==> src/rtl/gate_pipe.sv <==
// Two-stage valid/ready pipeline that applies a bitwise gate op to a and b.
// It also produces reduction flags of the result and a count of output handshakes.
module gate_pipe #(
    parameter int WIDTH = 8,
    parameter int CNT_W = 16
) (
    input  logic             clk,
    input  logic             rst_n,
    input  logic             in_valid,
    output logic             in_ready,
    input  logic [WIDTH-1:0] a,
    input  logic [WIDTH-1:0] b,
    input  logic [2:0]       op,
    output logic             out_valid,
    input  logic             out_ready,
    output logic [WIDTH-1:0] y,
    output logic             red_and,
    output logic             red_or,
    output logic             red_xor,
    output logic [CNT_W-1:0] xfer_cnt
);

    localparam int STAGES = 2;

    // r_vld_pipe[1] is the S1 valid bit, r_vld_pipe[2] is the S2 valid bit.
    logic [STAGES:1]  r_vld_pipe;
    logic [WIDTH-1:0] r_a;
    logic [WIDTH-1:0] r_b;
    logic [2:0]       r_op;
    logic [WIDTH-1:0] r_y;
    logic             r_red_and;
    logic             r_red_or;
    logic             r_red_xor;
    logic [CNT_W-1:0] r_cnt;

    logic             w_adv;
    logic             w_out_xfer;
    logic [WIDTH-1:0] w_y;

    // A stage advances whenever S2 is empty or its result is being taken.
    assign w_adv      = !r_vld_pipe[2] || out_ready;
    assign w_out_xfer = r_vld_pipe[2] && out_ready;

    always_comb begin
        w_y = '0;
        case (r_op)
            3'd0:    w_y = r_a & r_b;
            3'd1:    w_y = r_a | r_b;
            3'd2:    w_y = r_a ^ r_b;
            3'd3:    w_y = ~(r_a & r_b);
            3'd4:    w_y = ~(r_a | r_b);
            3'd5:    w_y = ~(r_a ^ r_b);
            3'd6:    w_y = r_a;
            default: w_y = ~r_a;
        endcase
    end

    always_ff @(posedge clk or negedge rst_n) begin
        if (!rst_n) begin
            r_vld_pipe <= '0;
            r_a        <= '0;
            r_b        <= '0;
            r_op       <= '0;
            r_y        <= '0;
            r_red_and  <= 1'b0;
            r_red_or   <= 1'b0;
            r_red_xor  <= 1'b0;
        end else if (w_adv) begin
            r_vld_pipe <= {r_vld_pipe[1], in_valid};
            r_a        <= a;
            r_b        <= b;
            r_op       <= op;
            // Flags come from the same combinational y that is being registered.
            r_y        <= w_y;
            r_red_and  <= &w_y;
            r_red_or   <= |w_y;
            r_red_xor  <= ^w_y;
        end
    end

    always_ff @(posedge clk or negedge rst_n) begin
        if (!rst_n)
            r_cnt <= '0;
        else if (w_out_xfer)
            r_cnt <= r_cnt + CNT_W'(1);
    end

    assign in_ready  = w_adv;
    assign out_valid = r_vld_pipe[2];
    assign y         = r_y;
    assign red_and   = r_red_and;
    assign red_or    = r_red_or;
    assign red_xor   = r_red_xor;
    assign xfer_cnt  = r_cnt;

endmodule
==> config.mk <==
export PLATFORM = sky130hd
export DESIGN_NAME = gate_pipe
export DESIGN_NICKNAME = d
export VERILOG_FILES = /design/src/rtl/gate_pipe.sv
export SDC_FILE = /design/constraint.sdc
export NUM_CORES = 1
export LEC_CHECK = 0
export ABC_AREA = 1
export CAP_MARGIN = 40
export CORE_ASPECT_RATIO = 1.75
export CORE_MARGIN = 3
export CORE_UTILIZATION = 50
export CTS_BUF_LIST = sky130_fd_sc_hd__clkbuf_16
export DETAILED_ROUTE_END_ITERATION = 12
export DONT_BUFFER_PORTS = 1
export PLACE_DENSITY = 0.75
export SLEW_MARGIN = 20
export SYNTH_ARGS = -nofsm -noshare
export SYNTH_HDL_FRONTEND = slang
export SYNTH_SLANG_ARGS = --single-unit
==> constraint.sdc <==
create_clock -name clk -period 2.3 [get_ports clk]
set_clock_uncertainty 0.05 [all_clocks]
set_input_delay 0.46 -clock clk [delete_from_list [all_inputs] [get_ports clk]]
set_output_delay 0.46 -clock clk [all_outputs]
set_load 0.01 [all_outputs]
==> reports/metrics.csv, run 1 <==
stage,metric,value,unit
run,cap_violations,0,
route,vias,2338,
finish,final_cell_mix,"nand2_1 (90), inv_1 (52), dfrtp_1 (45)",
cts,cts.sinks,48,
yosys,syn_inst,367,
sta,maxSlewHeadroom,0.7000,
sta,setup_viol,0,
setup_path,path_max_fanout,9,
route,drc_errors,0,
global_routing,met3_usage,0.04334,
route,drt_iter0_drc,146,
cts,numCtsBuffers,5,
yosys,syn_nets,414,
pwr,powerDensity,868.1,nW/um^2
pwr,p_leak,0.001690,uW
setup_path,critPathArrivalTime,2.24,ns
cts,cts_root_buf,clkbuf_16,
route,wire_per_inst,13.06,um
pwr,p_total,2759,uW
yosys,ys_seq_area_frac,0.4198,
global_routing,track_usage,0.1942,
sta,fin_tns_setup,0,ns
placement,place_congestion,0.8161,
yosys,synth_edf_count,0,
placement,portBuffers,0,
route,totalWireLength,5889,um
yosys,ys_types,25,
die,core_region_area,5386,sq um
min_path,min_path_type,in -> reg,
placement,dpl.cell_count,441,
yosys,synthFlopType,dfrtp_1,
global_routing,grt_max_degree,52,
global_routing,grt-ovfl-total,0,
min_path,min_from,b[5],
finish,syn2layout_area_growth,11.06,%
global_routing,grt_pass1_vias,2310,
die,io_pins,52,
cts,cts_tree,built,
finish,layout.cells.non_filler,451,
placement,place_area,2978,sq um
route,first_pass_iters,4,
sta,fin_crit,2.124,ns
global_routing,grt_pass1_wl,10360,um
finish,layout-drive-gt1-share,0.08488,
die,initial_core_util,0.5312,
setup_path,end_kind,flip-flop,
route,antenna_left,0,
yosys,synthArstFlopShare,1.000,
yosys,ys_seq_elements,48,
setup_path,startpoint_type,flip-flop,
finish,n_antenna_cell,0,
placement,post-dp-hpwl,4561,um
setup_path,critPathKind,reg -> reg,
setup_path,r2r_slack,0.18,ns
die,rows,35,
yosys,synth_area_per_cell,7.797,sq um
sta,hold_violations,0,
yosys,synth_area,2861,sq um
finish,fin_nets,423,
global_routing,antenna_found_initial,0,
global_routing,use_met2,0.3530,
die,die-area,6702,sq um
finish,nFillCells,503,
sta,rsz0062_at_grt,false,
yosys,yosys_warnings,0,
sta,worst_pin_slew,0.4501,ns
die,die-height,106.1,um
sta,period_share,0.9235,
global_routing,top_usage_layer,met2,
setup_path,critPathRequiredTime,2.42,ns
setup_path,rr_worst_depth,10,
status,outcome,finished clean,
pwr,ir_worst_vdd,0.4257,mV
min_path,min_to,r_b[5],
global_routing,gr-usage-met1,0.2102,
finish,fin_area,3178,sq um
setup_path,r2r-start,r_op[2],
min_path,holdPathStages,2,
cts,h-tree-depth,2,
cts,clk_latency,0.28,ns
setup_path,r2r_end,red_xor,
finish,final_common_cell,nand2_1,
cts,clockBufferDepth,2,
sta,slew_viol_final,0,
route,viasPerCell,5.184,
die,die_w,63.19,um
sta,fmax,470.8,MHz
cts,clk_pin_slew,0.06,ns
## worst max-delay path by stage
stage,end,cells after the start,from
after detailed placement,red_xor,12,r_op[1]
after global placement,red_xor,10,r_op[1]
after global routing,red_xor,10,r_op[2]
final,red_xor,10,r_op[2]
after CTS,red_xor,12,r_op[1]
after floorplan,red_xor,10,r_op[0]
## sequential cells by signal, indices dropped and copies added, names as in the netlist
name and count:
r_a 8, r_b 8, r_op 3, r_vld_pipe 2
red_and 1, red_or 1, red_xor 1, xfer_cnt 16
y 8
## per-layer routing
layer | wire (um) | part of all wire
met3 | 311 | 0.053
met2 | 3148 | 0.53
met5 | 0 | 0
met1 | 2240 | 0.38
met4 | 189 | 0.032
## metrics by stage
step                      utilization  worst slack (ns)  hold slack [ns]
after floorplan                     -            0.3323           0.1144
after detailed placement       0.5528           0.05275           0.1158
after global placement         0.5528            0.1288           0.1157
final                          0.5900            0.1759           0.2443
after CTS                      0.5865           0.03692           0.2423
after global routing           0.5900           0.02079           0.2476
## what timing repair did
action,4_1_cts,5_1_grt
gates resized for setup,0,10
endpoints found under the setup margin,0,2
endpoints found under the hold margin,48,0
setup buffers,0,0
hold buffers,2,0
## cells by family after synthesis
| logic type | count (synthesis) | synth area share |
|---|---|---|
| AOI/OAI and AO/OA | 38 | 0.07084 |
| xor gates and xnor gates | 16 | 0.04897 |
| adders and majority gates | 24 | 0.1049 |
| buffers and inverters | 64 | 0.08614 |
| DFF | 48 | 0.4198 |
| muxes | 1 | 0.003935 |
| and+or+nand+nor | 176 | 0.2654 |
## critical path: stages, from the launching register on
cell and delay [ns]:
dfrtp_2 0.47, inv_2 0.12, nand3_1 0.21, o22ai_1 0.23
nor2_1 0.06, nand2_1 0.08, nand2_1 0.08, ha_1 0.31
xnor2_1 0.19, xnor2_1 0.13, o21ai_0 0.08
## area by class of cell
type	instances	area [sq um]	area share
clock inverters	3	18.77	0.005906
multi-input cells	255	1429	0.4496
inverters	56	210.2	0.06614
flip-flops and latches	48	1205	0.3791
clock buffers	5	125.1	0.03937
well taps	74	92.59	0.02913
repair buffers	10	97.59	0.03071
## synthesized netlist by cell type (all sizes together), types with 6 or more instances
cell type | count | share of area
dfrtp | 48 | 0.42
ha | 24 | 0.10
inv | 56 | 0.073
nand2 | 93 | 0.12
nand3 | 22 | 0.038
nand4 | 9 | 0.020
nor2 | 43 | 0.062
nor3 | 6 | 0.014
o21ai | 28 | 0.049
o22ai | 6 | 0.013
xnor2 | 7 | 0.021
xor2 | 9 | 0.028
## power by group
| group | internal [uW] | switching [uW] |
|---|---|---|
| Sequential | 1010 | 216 |
| Combinational | 346 | 481 |
| Clock | 399 | 308 |
No activity file was read; power rests on OpenSTA's default activity.
==> run 2, diff against run 1 <==
- CORE_UTILIZATION: 50 -> 40
- GPL_TIMING_DRIVEN: unset -> 0
- PLACE_DENSITY: 0.75 -> 0.64
==> reports/metrics.csv, run 2 (same netlist as run 1, synthesis figures left out) <==
stage,metric,value,unit
status,outcome,finished clean,
run,cap_violations,0,
placement,place_area,2967,sq um
sta,maxSlewHeadroom,0.6174,
finish,largest_reg_flops,16,
route,wire_per_inst,14.94,um
sta,hold_violations,0,
finish,final_util,0.4737,
finish,fin_area,3272,sq um
global_routing,grt_pass1_vias,2570,
placement,portBuffers,0,
global_routing,track_usage,0.1746,
route,drt_iter0_drc,69,
min_path,min_path_type,in -> reg,
finish,n_antenna_cell,0,
finish,final_common_cell,nand2_1,
cts,cts_tree,built,
route,vias,2380,
finish,final-seq-area,1205,sq um
cts,clockBufferDepth,2,
global_routing,antenna_found_initial,0,
cts,cts.sinks,48,
pwr,powerDensity,897.6,nW/um^2
pwr,ir_worst_vdd,0.4096,mV
route,antenna_left,0,
cts,clk_latency,0.29,ns
finish,fin_nets,425,
placement,place_congestion,0.8189,
sta,fmax,459.2,MHz
finish,layout-drive-gt1-share,0.09499,
sta,period_share,0.9467,
setup_path,path_cells,"inv_4, nor2_4, nand2_4, nor2_1, nor3_1, nand3_1, nand2_1, ha_1, xnor2_1, xnor2_1, o21ai_0",
setup_path,end_kind,flip-flop,
route,drc_errors,0,
setup_path,critPathRequiredTime,2.42,ns
sta,fin_crit,2.177,ns
pwr,p_clk_frac,0.278,
sta,worst_pin_slew,0.5740,ns
sta,setup_viol,0,
sta,fin_tns_setup,0,ns
die,die_w,69.94,um
route,viasPerCell,5.140,
setup_path,slowest_delay,0.50,ns
placement,dpl.cell_count,451,
cts,cts_root_buf,clkbuf_16,
die,rows,40,
pwr,swShare,0.3584,
finish,final_cell_mix,"nand2_1 (88), inv_1 (52), dfrtp_1 (45)",
setup_path,critPathArrivalTime,2.29,ns
route,first_pass_iters,4,
finish,layout.cells.non_filler,463,
pwr,p_leak,0.001727,uW
die,core_region_area,6907,sq um
cts,clk_pin_slew,0.07,ns
pwr,p_seq_frac,0.417,
pwr,comb_power_share,0.305,
sta,slew_viol_final,0,
setup_path,path_max_fanout,8,
pwr,p_switching,1053,uW
min_path,holdPathStages,2,
finish,nFillCells,670,
setup_path,slowest_stage,dfrtp_2,
global_routing,grt_pass1_wl,11530,um
die,die-area,8245,sq um
global_routing,grt_max_degree,49,
setup_path,critPathKind,reg -> reg,
global_routing,grt-ovfl-total,0,
finish,multi_input_area,1481,sq um
setup_path,rr_worst_depth,11,
setup_path,crit_top_cell,xnor2_1,
die,initial_core_util,0.4143,
die,die-height,117.9,um
placement,post-dp-hpwl,5238,um
cts,numCtsBuffers,5,
cts,h-tree-depth,2,
die,io_pins,52,
finish,syn2layout_area_growth,14.34,%
pwr,p_int,1884,uW
route,totalWireLength,6919,um
setup_path,startpoint_type,flip-flop,
==> run 2: changes by cell type in the layout (fill, tap and decap cells not counted), sizes merged <==
cell and delta:
buf -3, bufinv +1, clkbuf +5, clkinvlp -2, inv +1
==> run 2: timing repair <==
item | 4_1_cts | 5_1_grt
buffers inserted | 0 | 2
hold endpoints to repair | 48 | 0
pin swaps | 0 | 3
setup endpoints to repair | 1 | 2
hold buffers | 2 | 0
resized for setup | 4 | 27
gates cloned | 0 | 0
==> run 2: final cells by class <==
class	count	share of cell area
sequential	48	0.3683
clock buffer	5	0.03824
inverter	56	0.06654
clock inverter	3	0.01185
tap	84	0.03212
multi-input combinational	255	0.4528
timing repair buffer	4	0.01606
buffer	8	0.01415
==> run 2: through the flow <==
stage,hold WS (ns),total power (uW),setup WS [ns]
detailed placement,0.1158,2042,-0.01632
floorplan,0.1144,1834,0.3323
global route,0.2424,3169,-0.02416
global placement,0.1162,2001,-0.01313
finish,0.2368,2937,0.1225
CTS,0.2349,2909,0.03640
==> run 2: worst max-delay path: cells and delay by family (launching register included) <==
kind | cells | cell delay (ns)
xor+xnor | 2 | 0.35
flops | 1 | 0.50
compound gates | 1 | 0.08
simple gates | 6 | 0.67
buf+inv | 1 | 0.10
fa+ha+maj | 1 | 0.30
==> run 2: worst paths after layout <==
kind / slack, ns / start / end
min in group asynchronous: 0.63 / rst_n / r_vld_pipe[2]
min reg2reg: 0.40 / r_vld_pipe[1] / r_vld_pipe[2]
max in group asynchronous: 1.31 / rst_n / r_op[0]
max reg2reg: 0.12 / r_op[0] / red_xor
min: 0.24 / op[1] / r_op[1]
max: 0.12 / r_op[0] / red_xor
==> run 2: power groups by stage <==
stage               sequential (uW)  clock (uW)  combinational, uW
finish                         1220         816                897
global route                   1250         878               1040
CTS                            1220         848                841
detailed placement             1230           0                809
global placement               1220           0                776
floorplan                      1190           0                648
==> run 2: per-layer routing <==
metal / vias up / GRT usage / wire length [um]
li1: 1180 / - / -
met5: - / 0 / 0
met1: 1136 / 0.1683 / 2477
met3: 8 / 0.04017 / 311
met4: 0 / 0.06954 / 113
met2: 56 / 0.3424 / 4017
==> run 3, diff against run 2 <==
- CORE_MARGIN: 3 -> 5
==> reports/metrics.csv, run 3 (same netlist as run 1, synthesis figures left out) <==
stage,metric,value,unit
status,outcome,finished clean,
finish,largest_reg_flops,16,
finish,layout-drive-gt1-share,0.08995,
sta,maxSlewHeadroom,0.6171,
global_routing,antenna_found_initial,0,
die,core_region_area,6907,sq um
setup_path,critPathArrivalTime,2.24,ns
min_path,min_path_type,in -> reg,
cts,cts_root_buf,clkbuf_16,
finish,syn2layout_area_growth,12.72,%
pwr,comb_power_share,0.291,
cts,h-tree-depth,2,
route,wire_per_inst,14.49,um
route,antenna_left,0,
route,drt_iter0_drc,71,
route,drc_errors,0,
setup_path,end_kind,flip-flop,
placement,place_congestion,0.9095,
cts,clk_pin_slew,0.06,ns
route,vias,2345,
finish,final_common_cell,nand2_1,
route,totalWireLength,6693,um
die,io_pins,52,
sta,slew_viol_final,0,
setup_path,critPathKind,reg -> reg,
cts,cts_tree,built,
sta,period_share,0.9245,
placement,post-dp-hpwl,5254,um
route,first_pass_iters,4,
finish,final-seq-area,1204,sq um
pwr,p_leak,0.001702,uW
finish,n_antenna_cell,0,
finish,final_cell_mix,"nand2_1 (88), inv_1 (52), dfrtp_1 (46)",
pwr,p_seq_frac,0.423,
global_routing,grt_max_degree,49,
pwr,p_clk_frac,0.286,
cts,cts.sinks,48,
pwr,powerDensity,892.2,nW/um^2
setup_path,critPathRequiredTime,2.41,ns
sta,worst_pin_slew,0.5744,ns
placement,place_area,2967,sq um
pwr,ir_worst_vdd,0.3392,mV
cts,clockBufferDepth,2,
setup_path,path_max_fanout,10,
placement,portBuffers,0,
route,viasPerCell,5.076,
sta,setup_viol,0,
global_routing,grt-ovfl-total,0,
sta,fin_tns_setup,0,ns
global_routing,grt_pass1_vias,2436,
cts,clk_latency,0.29,ns
global_routing,track_usage,0.1615,
setup_path,r2r_slack,0.17,ns
global_routing,grt_pass1_wl,11210,um
finish,nFillCells,695,
setup_path,startpoint_type,flip-flop,
sta,fin_crit,2.126,ns
die,rows,40,
pwr,p_switching,1022,uW
die,die-area,9012,sq um
pwr,p_int,1856,uW
finish,fin_area,3226,sq um
finish,fin_nets,424,
run,cap_violations,0,
pwr,p_total,2878,uW
finish,multi_input_area,1454,sq um
sta,hold_violations,0,
sta,fmax,470.3,MHz
die,initial_core_util,0.4143,
die,die-height,121.9,um
die,die_w,73.94,um
cts,numCtsBuffers,5,
sta,rsz0062_at_grt,false,
pwr,swShare,0.3552,
run 3: cell type report:
type                       instances  share of cell area
sequential                        48              0.3732
multi-input combinational        255              0.4507
timing repair buffer               3             0.01396
clock inverter                     3             0.01202
buffer                             8             0.01202
clock buffer                       5             0.03879
tap                               84             0.03258
inverter                          56             0.06672
run 3: worst paths after layout:
| path | start | to | cells after the start |
|---|---|---|---|
| max | r_op[1] | red_xor | 10 |
| min | op[1] | r_op[1] | 2 |
| max reg2reg | r_op[1] | red_xor | 10 |
| min reg2reg | r_vld_pipe[1] | r_vld_pipe[2] | 2 |
| max in group asynchronous | rst_n | r_op[1] | 2 |
| min in group asynchronous | rst_n | xfer_cnt[1] | 2 |
run 3: stage by stage:
stage / instances / worst slack (ns) / util / hold slack (ns)
after CTS: 461 / 0.01569 / 0.4598 / 0.2267
after global routing: 462 / 0.01344 / 0.4670 / 0.2285
final: 462 / 0.1737 / 0.4670 / 0.2306
after global placement: 451 / -0.02049 / 0.4295 / 0.1156
after floorplan: 367 / 0.3323 / - / 0.1144
after detailed placement: 451 / -0.02453 / 0.4295 / 0.1156
run 3: what timing repair did:
item                                   4_1_cts  5_1_grt
hold buffers                                 2        0
setup buffers                                0        1
endpoints found under the hold margin       48        0
setup endpoints to repair                    1        2
gates resized for setup                      3       17
run 3: layer usage:
metal / vias to the layer above / global-route usage / wire [um]
li1: 1177 / - / -
met1: 1089 / 0.1642 / 2448
met2: 66 / 0.3011 / 3714
met3: 13 / 0.03551 / 378
met4: 0 / 0.07370 / 151
met5: - / 0 / 0
run 3: worst max-delay path, cell delays in order, from the launching register on:
cell and delay [ns]:
dfrtp_2 0.42, buf_4 0.20, nand3_2 0.18, o21ai_0 0.20, nor2_1 0.07, nand2_1 0.09
nand2_1 0.07, ha_1 0.31, xnor2_1 0.19, xnor2_1 0.13, o21ai_0 0.08
run 3: power by group through the flow:
stage / registers (uW) / clock network (uW) / logic (uW)
final: 1220 / 822 / 839
after global routing: 1250 / 871 / 981
after CTS: 1220 / 843 / 835
after detailed placement: 1240 / 0 / 805
after global placement: 1230 / 0 / 781
after floorplan: 1190 / 0 / 648
